===== src/rtl/instr_pack.sv =====
// Shared definitions for the 9-bit CPU ALU issue path.
//   math_t        : 4-bit ALU math operation encoding
//   issue_state_t : issue controller states
//   OPC_*         : field positions inside the 9-bit instruction word
package instr_pack;

    localparam int unsigned NREG         = 8;
    localparam int unsigned HOLD_MAX_DEF = 15;

    localparam int unsigned OPC_ALU_BIT  = 8;
    localparam int unsigned OPC_MATH_MSB = 7;
    localparam int unsigned OPC_MATH_LSB = 4;
    localparam int unsigned OPC_RS_BIT   = 3;

    typedef enum logic [3:0] {
        AMP  = 4'd0,
        LOR  = 4'd1,
        FLP  = 4'd2,
        EOR  = 4'd3,
        RSC  = 4'd4,
        LSC  = 4'd5,
        ROL  = 4'd6,
        ROR  = 4'd7,
        ADD  = 4'd8,
        SUB  = 4'd9,
        EQL8 = 4'd10,
        EQL5 = 4'd11,
        REVx = 4'd12,
        REVy = 4'd13,
        PARx = 4'd14,
        PARy = 4'd15
    } math_t;

    typedef enum logic [1:0] {
        IDLE    = 2'd0,
        ISSUE   = 2'd1,
        CAPTURE = 2'd2,
        HOLD    = 2'd3
    } issue_state_t;

endpackage


===== src/rtl/alu_issue_if.sv =====
// Bus bundle between the ALU issue controller and its environment
// (fetch, register file, ALU, writeback).
//   master : issue controller side
//   slave  : environment side
// Optional ALU_ISSUE_FLAGS_EN adds zero_flag / neg_flag.
interface alu_issue_if;
    logic [8:0] instr;
    logic       instr_valid;
    logic       instr_ready;
    logic [7:0] acc;
    logic [2:0] rd_addr;
    logic [7:0] rd_data;
    logic [7:0] alu_x;
    logic [7:0] alu_y;
    logic [3:0] alu_op;
    logic       alu_en;
    logic       alu_rs;
    logic [7:0] r_in;
    logic [7:0] s_in;
    logic [7:0] wb_data;
    logic       wb_dest;
    logic       wb_valid;
    logic       wb_ready;
    logic       bypass_valid;
    logic [7:0] bypass_instr;
    logic       wb_timeout;
`ifdef ALU_ISSUE_FLAGS_EN
    logic       zero_flag;
    logic       neg_flag;

    modport master (
        input  instr, instr_valid, acc, rd_data, r_in, s_in, wb_ready,
        output instr_ready, rd_addr, alu_x, alu_y, alu_op, alu_en, alu_rs,
               wb_data, wb_dest, wb_valid, bypass_valid, bypass_instr, wb_timeout,
               zero_flag, neg_flag
    );
    modport slave (
        output instr, instr_valid, acc, rd_data, r_in, s_in, wb_ready,
        input  instr_ready, rd_addr, alu_x, alu_y, alu_op, alu_en, alu_rs,
               wb_data, wb_dest, wb_valid, bypass_valid, bypass_instr, wb_timeout,
               zero_flag, neg_flag
    );
`else
    modport master (
        input  instr, instr_valid, acc, rd_data, r_in, s_in, wb_ready,
        output instr_ready, rd_addr, alu_x, alu_y, alu_op, alu_en, alu_rs,
               wb_data, wb_dest, wb_valid, bypass_valid, bypass_instr, wb_timeout
    );
    modport slave (
        output instr, instr_valid, acc, rd_data, r_in, s_in, wb_ready,
        input  instr_ready, rd_addr, alu_x, alu_y, alu_op, alu_en, alu_rs,
               wb_data, wb_dest, wb_valid, bypass_valid, bypass_instr, wb_timeout
    );
`endif
endinterface


===== src/rtl/issue_decode.sv =====
// Combinational field split of a 9-bit instruction word.
//   instr  : instruction word
//   is_alu : ALU-class instruction
//   op     : math operation
//   rs     : destination select (0 = r, 1 = s)
//   raddr  : y operand register index
module issue_decode
    import instr_pack::*;
(
    input  logic [8:0] instr,
    output logic       is_alu,
    output math_t      op,
    output logic       rs,
    output logic [2:0] raddr
);
    assign is_alu = instr[OPC_ALU_BIT];
    assign op     = math_t'(instr[OPC_MATH_MSB:OPC_MATH_LSB]);
    assign rs     = instr[OPC_RS_BIT];
    assign raddr  = instr[2:0];
endmodule


===== src/rtl/alu_issue.sv =====
// Issue-side controller for the 8-bit ALU: accepts ALU instructions, drives
// the ALU for one cycle, captures r/s result and hands it to writeback.
// Non-ALU instructions leave on a one-cycle bypass strobe.
//   clk, reset : clock, synchronous active-high reset
//   bus        : alu_issue_if.master (fetch, regfile, ALU and writeback signals)
// Optional macro ALU_ISSUE_FLAGS_EN adds registered zero_flag / neg_flag.
module alu_issue
    import instr_pack::*;
#(
    parameter int unsigned HOLD_MAX = HOLD_MAX_DEF
) (
    input  logic       clk,
    input  logic       reset,
    alu_issue_if.master bus
);
    localparam int unsigned CW = $clog2(HOLD_MAX + 1);
    localparam logic [CW-1:0] HOLD_LIM = CW'(HOLD_MAX);
    localparam logic [CW-1:0] HOLD_PRE = CW'(HOLD_MAX - 1);

    issue_state_t state_q, state_d;

    logic       is_alu;
    math_t      dec_op;
    logic       dec_rs;
    logic [2:0] dec_raddr;

    logic          accept, bypass_take, stall;
    logic [7:0]    result;
    logic [7:0]    alu_x_q, alu_y_q;
    math_t         alu_op_q;
    logic          alu_rs_q;
    logic [2:0]    raddr_q;
    logic [7:0]    wb_data_q;
    logic          wb_dest_q;
    logic          bypass_valid_q;
    logic [7:0]    bypass_instr_q;
    logic          wb_timeout_q;
    logic [CW-1:0] hold_cnt_q;

    issue_decode u_decode (
        .instr  (bus.instr),
        .is_alu (is_alu),
        .op     (dec_op),
        .rs     (dec_rs),
        .raddr  (dec_raddr)
    );

    always_comb begin
        state_d     = state_q;
        accept      = 1'b0;
        bypass_take = 1'b0;
        stall       = 1'b0;
        case (state_q)
            IDLE: begin
                accept      = bus.instr_valid && is_alu;
                bypass_take = bus.instr_valid && !is_alu;
                if (accept) state_d = ISSUE;
            end
            ISSUE:   state_d = CAPTURE;
            CAPTURE: state_d = HOLD;
            HOLD: begin
                stall = !bus.wb_ready;
                if (bus.wb_ready) state_d = IDLE;
            end
            default: state_d = IDLE;
        endcase
    end

    // The ALU latched its result on the enable cycle; pick the written side.
    assign result = alu_rs_q ? bus.s_in : bus.r_in;

    always_ff @(posedge clk) begin
        if (reset) begin
            state_q        <= IDLE;
            alu_x_q        <= '0;
            alu_y_q        <= '0;
            alu_op_q       <= AMP;
            alu_rs_q       <= 1'b0;
            raddr_q        <= '0;
            wb_data_q      <= '0;
            wb_dest_q      <= 1'b0;
            bypass_valid_q <= 1'b0;
            bypass_instr_q <= '0;
            wb_timeout_q   <= 1'b0;
            hold_cnt_q     <= '0;
        end else begin
            state_q        <= state_d;
            bypass_valid_q <= bypass_take;
            // Fires only on the stall that brings the counter up to the limit.
            wb_timeout_q   <= stall && (hold_cnt_q == HOLD_PRE);
            if (accept) begin
                alu_x_q  <= bus.acc;
                alu_y_q  <= bus.rd_data;
                alu_op_q <= dec_op;
                alu_rs_q <= dec_rs;
                raddr_q  <= dec_raddr;
            end
            if (bypass_take) bypass_instr_q <= bus.instr[7:0];
            if (state_q == CAPTURE) begin
                wb_data_q <= result;
                wb_dest_q <= alu_rs_q;
            end
            if (stall) begin
                if (hold_cnt_q != HOLD_LIM) hold_cnt_q <= hold_cnt_q + 1'b1;
            end else begin
                hold_cnt_q <= '0;
            end
        end
    end

`ifdef ALU_ISSUE_FLAGS_EN
    logic zero_flag_q, neg_flag_q;

    always_ff @(posedge clk) begin
        if (reset) begin
            zero_flag_q <= 1'b0;
            neg_flag_q  <= 1'b0;
        end else if (state_q == CAPTURE) begin
            zero_flag_q <= (result == 8'h00);
            neg_flag_q  <= result[7];
        end
    end

    assign bus.zero_flag = zero_flag_q;
    assign bus.neg_flag  = neg_flag_q;
`endif

    assign bus.instr_ready  = (state_q == IDLE);
    assign bus.rd_addr      = (state_q == IDLE) ? dec_raddr : raddr_q;
    assign bus.alu_x        = alu_x_q;
    assign bus.alu_y        = alu_y_q;
    assign bus.alu_op       = alu_op_q;
    assign bus.alu_en       = (state_q == ISSUE);
    assign bus.alu_rs       = alu_rs_q;
    assign bus.wb_data      = wb_data_q;
    assign bus.wb_dest      = wb_dest_q;
    assign bus.wb_valid     = (state_q == HOLD);
    assign bus.bypass_valid = bypass_valid_q;
    assign bus.bypass_instr = bypass_instr_q;
    assign bus.wb_timeout   = wb_timeout_q;

endmodule


===== src/flat_wrapper.sv =====
// flat-port wrapper written by rule: the top's interface ports become plain ports
module alu_issue_flat import instr_pack::*;
#(
    parameter int unsigned HOLD_MAX = HOLD_MAX_DEF
)
  (clk, reset, bus_instr, bus_instr_valid, bus_acc, bus_rd_data, bus_r_in, bus_s_in, bus_wb_ready, bus_instr_ready, bus_rd_addr, bus_alu_x, bus_alu_y, bus_alu_op, bus_alu_en, bus_alu_rs, bus_wb_data, bus_wb_dest, bus_wb_valid, bus_bypass_valid, bus_bypass_instr, bus_wb_timeout);
  alu_issue_if bus_i ();
  input  logic clk;
  input  logic reset;
  input wire logic [$bits(bus_i.instr)-1:0] bus_instr;
  input wire logic [$bits(bus_i.instr_valid)-1:0] bus_instr_valid;
  input wire logic [$bits(bus_i.acc)-1:0] bus_acc;
  input wire logic [$bits(bus_i.rd_data)-1:0] bus_rd_data;
  input wire logic [$bits(bus_i.r_in)-1:0] bus_r_in;
  input wire logic [$bits(bus_i.s_in)-1:0] bus_s_in;
  input wire logic [$bits(bus_i.wb_ready)-1:0] bus_wb_ready;
  output wire logic [$bits(bus_i.instr_ready)-1:0] bus_instr_ready;
  output wire logic [$bits(bus_i.rd_addr)-1:0] bus_rd_addr;
  output wire logic [$bits(bus_i.alu_x)-1:0] bus_alu_x;
  output wire logic [$bits(bus_i.alu_y)-1:0] bus_alu_y;
  output wire logic [$bits(bus_i.alu_op)-1:0] bus_alu_op;
  output wire logic [$bits(bus_i.alu_en)-1:0] bus_alu_en;
  output wire logic [$bits(bus_i.alu_rs)-1:0] bus_alu_rs;
  output wire logic [$bits(bus_i.wb_data)-1:0] bus_wb_data;
  output wire logic [$bits(bus_i.wb_dest)-1:0] bus_wb_dest;
  output wire logic [$bits(bus_i.wb_valid)-1:0] bus_wb_valid;
  output wire logic [$bits(bus_i.bypass_valid)-1:0] bus_bypass_valid;
  output wire logic [$bits(bus_i.bypass_instr)-1:0] bus_bypass_instr;
  output wire logic [$bits(bus_i.wb_timeout)-1:0] bus_wb_timeout;
  assign bus_i.instr = bus_instr;
  assign bus_i.instr_valid = bus_instr_valid;
  assign bus_i.acc = bus_acc;
  assign bus_i.rd_data = bus_rd_data;
  assign bus_i.r_in = bus_r_in;
  assign bus_i.s_in = bus_s_in;
  assign bus_i.wb_ready = bus_wb_ready;
  assign bus_instr_ready = bus_i.instr_ready;
  assign bus_rd_addr = bus_i.rd_addr;
  assign bus_alu_x = bus_i.alu_x;
  assign bus_alu_y = bus_i.alu_y;
  assign bus_alu_op = bus_i.alu_op;
  assign bus_alu_en = bus_i.alu_en;
  assign bus_alu_rs = bus_i.alu_rs;
  assign bus_wb_data = bus_i.wb_data;
  assign bus_wb_dest = bus_i.wb_dest;
  assign bus_wb_valid = bus_i.wb_valid;
  assign bus_bypass_valid = bus_i.bypass_valid;
  assign bus_bypass_instr = bus_i.bypass_instr;
  assign bus_wb_timeout = bus_i.wb_timeout;
  alu_issue #(.HOLD_MAX(HOLD_MAX)) u_core (.clk(clk), .reset(reset), .bus(bus_i));
endmodule

===== config.mk =====
export PLATFORM = sky130hd
export DESIGN_NAME = alu_issue_flat
export DESIGN_NICKNAME = d
export VERILOG_FILES = /design/src/rtl/instr_pack.sv /design/src/rtl/alu_issue_if.sv /design/src/rtl/issue_decode.sv /design/src/rtl/alu_issue.sv /design/src/flat_wrapper.sv
export SDC_FILE = /design/constraint.sdc
export NUM_CORES = 1
export LEC_CHECK = 0
export CAP_MARGIN = 15
export CORE_MARGIN = 4
export CORE_UTILIZATION = 38
export CTS_CLUSTER_DIAMETER = 80
export DETAILED_ROUTE_END_ITERATION = 10
export GPL_TIMING_DRIVEN = 0
export HOLD_SLACK_MARGIN = 0.12
export PLACE_DENSITY = 0.76
export RECOVER_POWER = 25
export SLEW_MARGIN = 40
export SYNTH_ARGS = -nofsm -noshare
export SYNTH_HDL_FRONTEND = slang
export SYNTH_HIERARCHICAL = 1
export SYNTH_SLANG_ARGS = --single-unit

===== constraint.sdc =====
create_clock -name clk -period 1.3 [get_ports clk]
set_clock_uncertainty 0.05 [all_clocks]
set_input_delay 0.195 -clock clk [delete_from_list [all_inputs] [get_ports clk]]
set_output_delay 0.195 -clock clk [all_outputs]
set_load 0.05 [all_outputs]

# --- After elaboration in Yosys (flattened, before gate mapping) ---
# Index checks and enable logic that the tools add are counted.
# Widths: inputs -> output; s select.
op_classes:
  n_addsub: 1
  multipliers: 0
  n_div: 0
  magnitude_cmp: 0
  n_eq_ne: 7
  n_shift: 0
  n_mux: 8
  n_bitwise: 1
  reduce_logical: 8
op_table:
  columns: ["operator", "count"]
  rows:
  - ["$mux 8", 1]
  - ["$pmux 2 s4", 1]
  - ["$add 4x1->4 const B", 1]
  - ["$eq 2x2->1 const B", 2]
  - ["$eq 4x4->1 const B", 1]
  - ["$mux 2", 2]
  - ["$ne 4x4->1 const B", 1]
  - ["$logic_and 1x1->1", 3]
  - ["$mux 1", 3]
  - ["$mux 3", 1]
  - ["$eq 2x1->1 const B", 1]
  - ["$logic_not 1->1", 2]
  - ["$logic_not 2->1", 1]
  - ["$ne 2x1->1 const B", 1]
  - ["$ne 2x2->1 const B", 1]
  - ["$reduce_and 2->1", 1]
  - ["$reduce_or 2->1", 1]
  - ["$not 1->1", 1]
word_totals:
  register_bits: 49
  latchBits: 0
  ram_bits: 0
  rom_bits: 0
  out_inout_bits: 46
  elab_cells: 37
  mem_count: 0

# --- Logic depth before layout (Yosys ltp) ---
depth:
  word_depth: 4
  mapped_depth: 7
  mapped_depth_nobuf: 5

# --- By module ---
# Netlist, hierarchy kept.
modules_own_cells:
  columns: ["mod", "n_inst", "cells_each", "area_each_um2", "seq_area_each_um2"]
  rows:
  - ["alu_issue", 1, 220, 2015.7, 980.9]
  - ["issue_decode", 1, 9, 67.6, 0.0]

# --- Least setup slack after synthesis ---
# Ideal clock, no wire load.
synth_timing:
  kind: "reg-to-reg"
  start: "register u_core.state_q[0]"
  end: "register u_core.alu_op_q[2] (netlist: u_core/bus.alu_op[2])"
  setup_ns: 0.143
  t_arrival_ns: 1.631
  setup_slack_ns: -0.524
  path_stages_with_launch: 7
  path_cell_list: "dfxtp_1 -> inv_1 -> ha_1 -> nand3_1 -> buf_2 -> nand2_1 -> a21oi_2"
synth_between:
  elab_chain_cells: 2
synth_lines:
  columns: ["element", "line_no", "text"]
  rows:
  - ["from (decl)", "alu_issue.sv:20", "issue_state_t state_q, state_d;"]
  - ["from (signal assigned)", "alu_issue.sv:87", "state_q <= state_d;"]
  - ["$logic_not 2->1", null, null]
  - ["net bus_instr_ready", "flat_wrapper.sv:17", "output wire logic [$bits(bus_i.instr_ready)-1:0] bus_instr_ready;"]
  - ["$mux 1", "alu_issue.sv:53", "case (state_q)"]
  - ["to (signal assigned)", "alu_issue.sv:94", "alu_op_q <= dec_op;"]
  - ["to (decl)", "alu_issue.sv:30", "math_t alu_op_q;"]
# The timed path passes the listed nets, and every way through them passes these cells.
# A chain may end at the register's enable or synchronous reset.

# --- Worst setup path after layout ---
layout_timing:
  start: "register u_core.state_q[1]"
  end: "output bus_rd_addr[2]"
layout_between:
  elab_chain_cells: 2
layout_lines:
  columns: ["element", "line_no", "text"]
  rows:
  - ["$logic_not 2->1", "alu_issue.sv:129", "assign bus.rd_addr = (state_q == IDLE) ? dec_raddr : raddr_q;"]
  - ["$mux 3", "alu_issue.sv:129", null]
  - ["to (decl)", "flat_wrapper.sv:18", "output wire logic [$bits(bus_i.rd_addr)-1:0] bus_rd_addr;"]
# No other way between the ends.

==> out/qor.tcl <==
set qor(outcome) {finished, violations left}
set qor(violations) {negative setup slack}
set qor(cts_root_buffer) {clkbuf_8}
set qor(crit_path_from) {u_core/state_q[1]}
set qor(cp_max_fo) 4
set qor(die-area_um2) 6730
set qor(overflow) 0
set qor(post_route_cells_drive_above_1_share_pct) 54.6
set qor(diodes) 0
set qor(gp_congestion) 0.769
set qor(grt_util_met3_pct) 4.06
set qor(first_global_vias) 2106
set qor(critical_path_required_ns) 1.05
set qor(tritoncts.num_buffers) 5
set qor(place_inst) 388
set qor(yosys_warnings) 6
set qor(syn2layout_area_growth_pct) 84.4
set qor(worst_slack_ns) -0.329
set qor(detail_route.wl_per_cell_um) 15.6
set qor(p_switching_mw) 2.80
set qor(die_width_um) 82.0
set qor(path_clk_slew_ns) 0.08
set qor(clkPwrFrac_pct) 16.2
set qor(synthesis.area_per_instance_um2) 9.10
set qor(vias) 2006
set qor(io_buffer_count) 89
set qor(dominant_delay_contributor_by_cell_family_on_the_critical_path) {flip-flops}
set qor(post_detailed_placement_cell_area_um2) 3130
set qor(netlist_instances) 229
set qor(layout_worst_path_cycle_share_pct) 125
set qor(worstReg2RegStart) {u_core/state_q[1]}
set qor(path_cells) {inv_4 -> ha_4 -> mux2_4 -> buf_8}
set qor(ctsLongestPathBuffers) 2
set qor(rows) 26
set qor(sequential_fraction_of_design_power_pct) 27.9
set qor(commonest_non_fill_non_tap_cell_in_the_layout) {dfxtp_1}
set qor(core_region_area_um2) 5200
set qor(globalRouteMet1Util_pct) 22.5
set qor(critical_path_arrival_ns) 1.38
set qor(drv.max_cap_violation_count) 0
set qor(tritoncts_clock_tree) {yes}
set qor(final_cell_area_um2) 3840
set qor(post-route-drc-count) 0
set qor(min_from) {bus_instr[8]}
set qor(share_comb_of_total_power_pct) 55.9
set qor(post_synth_num_cell_types) 28
set qor(power.switching_fraction_pct) 40.9
set qor(chipHeight_um) 82.0
set qor(grt_start_max_net_pins) 15
set qor(layout_common_cells) {dfxtp_1 (47), clkdlybuf4s50_1 (43), nand2_4 (25)}
set qor(ioPinCount) 91
set qor(fmax_mhz) 614
set qor(drtAntennaViolNets) 0
set qor(cts.hold.buffers_added) 0
set qor(drt_pass1_iterations) 4
set qor(gr-max-usage-layer) {met2}
set qor(dpl.hpwl_mm) 3.93
set qor(grt_util_met2_pct) 35.0
set qor(cts_max_level) 2
set qor(syn_nets) 281
set qor(criticalPathCategory) {reg2out}
set qor(slew_viol_final) 0
set qor(timing.critical_path.slowest_cell_delay_ns) 0.36
set qor(vdd.ir_drop.worst_uv) 1680
set qor(max-slew-margin-rel_pct) 52.9
set qor(syn-cell-area_um2) 2080
set qor(post_drt_via_cell_ratio) 4.82
set qor(number_of_drc_markers_after_the_initial_detailed_route_iteration) 35
set qor(initial_utilization_pct) 40.0
set qor(crit_slowest_cell) {dfxtp_4}
set qor(unrepaired_setup_endpoints_after_global_routing) {true}
set qor(hold_class) {in2reg}
set qor(numClockSinks) 49
set qor(power.density_nw_per_um2) 1790
set qor(worst_skew_pair.late_latency_ns) 0.29
set qor(crit_path_end_kind) {primary output}
set qor(n_fill_cell) 377
set qor(finalSetupViolations) 45
set qor(power_report.internal_total_mw) 4.05
set qor(overall_routing_resource_usage_pct) 19.2
set qor(worst_slew_pin_slew_ns) 0.707
set qor(layoutNonFillerInstCount) 416
set qor(setup.worst_path.start_class) {flip-flop}
set qor(final_net_count) 397
set qor(critical_path_buf_inv_count) 2
set qor(grt_first_pass_wirelength_mm) 9.92
set qor(postSynthRegisterBits) 49
set qor(grt_antenna_before_repair) 0
set qor(p_leak_nw) 1.61
set qor(drt-total-wl_mm) 6.48
set qor(sequential_cell_area_fraction_in_the_yosys_report_pct) 47.1
set qor(finalHoldViolCount) 0
set qor(finalCriticalPeriod_ns) 1.63
==> flip-flops by register name, indices dropped and copies added (netlist names) <==
name,flops
u_core/bus.wb_timeout,1
u_core/bus.alu_y,8
u_core/bus.alu_x,8
u_core/bus.bypass_instr,8
u_core/state_q,2
u_core/bus.bypass_valid,1
u_core/bus.wb_data,8
u_core/raddr_q,3
u_core/bus.alu_rs,1
u_core/bus.wb_dest,1
u_core/bus.alu_op,4
u_core/hold_cnt_q,4
==> layer usage <==
| layer | wire (um) | vias to the layer above |
|---|---|---|
| met2 | 3430 | 56 |
| met3 | 396 | 8 |
| li1 | - | 985 |
| met5 | 0 | - |
| met1 | 2590 | 957 |
| met4 | 63 | 0 |
==> layout make-up <==
cell class              count  area, um^2  area share, %
plain buffers              20         168           4.36
clock buffers               7        86.3           2.25
clock inverters             1        30.0          0.782
inverters                   4        20.0          0.521
multi-input cells         153        1380           36.0
flip-flops and latches     49         988           25.7
well taps                  70        87.6           2.28
repair buffers            112        1080           28.1
==> kinds of logic after synthesis <==
kind of cell | synth area share (%)
xor gates and xnor gates | 0.420
adders and majority gates | 4.20
DFF | 47.1
AOI/OAI and AO/OA | 13.5
and+or+nand+nor | 16.4
buffers and inverters | 8.59
muxes | 9.79
==> stage by stage <==
step / hold slack (ns) / util (%) / setup slack [ns] / TNS (ns) / power [mW]
finish: 0.265 / 73.8 / -0.329 / -9.95 / 6.86
global route: 0.296 / 73.8 / -0.374 / -13.34 / 7.19
CTS: 0.251 / 72.9 / -0.323 / -8.82 / 6.68
detailed placement: 0.398 / 60.2 / -0.683 / -17.61 / 4.62
global placement: 0.392 / 60.2 / -0.674 / -17.07 / 4.59
floorplan: 0.273 / - / -0.108 / -3.24 / 3.79
==> timing repair <==
| item | 4_1_cts | 5_1_grt |
|---|---|---|
| pin swaps | 20 | 34 |
| buffers inserted | 16 | 6 |
| gates resized for setup | 248 | 117 |
| setup endpoints to repair | 91 | 75 |
| gates cloned | 5 | 0 |
==> tightest hold or removal path, delay by kind of cell <==
family / cells / cell delay (ns)
AOI/OAI and AO/OA: 2 / 0.26
buffers and inverters: 1 / 0.13
==> power by group through the flow <==
stage	logic (mW)	clock network [mW]	registers, mW
final	3.84	1.11	1.92
after global routing	4.04	1.20	1.95
after CTS	3.66	1.14	1.88
after detailed placement	2.72	0	1.91
after global placement	2.69	0	1.89
after floorplan	1.28	0	2.51
==> cell usage after synthesis (all sizes together) <==
cell type | instances | share of area [%]
nor2 | 25 | 4.5
inv | 4 | 0.72
xnor2 | 1 | 0.42
dfxtp | 49 | 47
and3 | 1 | 0.30
a21boi | 1 | 0.36
buf | 22 | 7.7
nor3 | 1 | 0.24
ha | 7 | 4.2
nand2 | 49 | 8.8
clkbuf | 1 | 0.18
o21ai | 2 | 0.48
nand3b | 1 | 0.36
a21oi | 24 | 7.9
nand3 | 4 | 0.96
nand2b | 1 | 0.30
nor2b | 3 | 0.90
o41ai | 2 | 0.84
a211oi | 10 | 3.6
mux2i | 17 | 8.2
mux2 | 3 | 1.6
a31oi | 1 | 0.30
==> final timing paths <==
kind / endpoint / slack (ns) / cells after the start
setup / recovery: bus_rd_addr[2] / -0.33 / 4
hold / removal: u_core/state_q[0] / 0.27 / 3
setup reg to reg: u_core/bus.alu_x[4] / -0.29 / 9
hold reg to reg: u_core/bus.alu_y[6] / 0.41 / 2
Power figures use the tool's default switching activity.
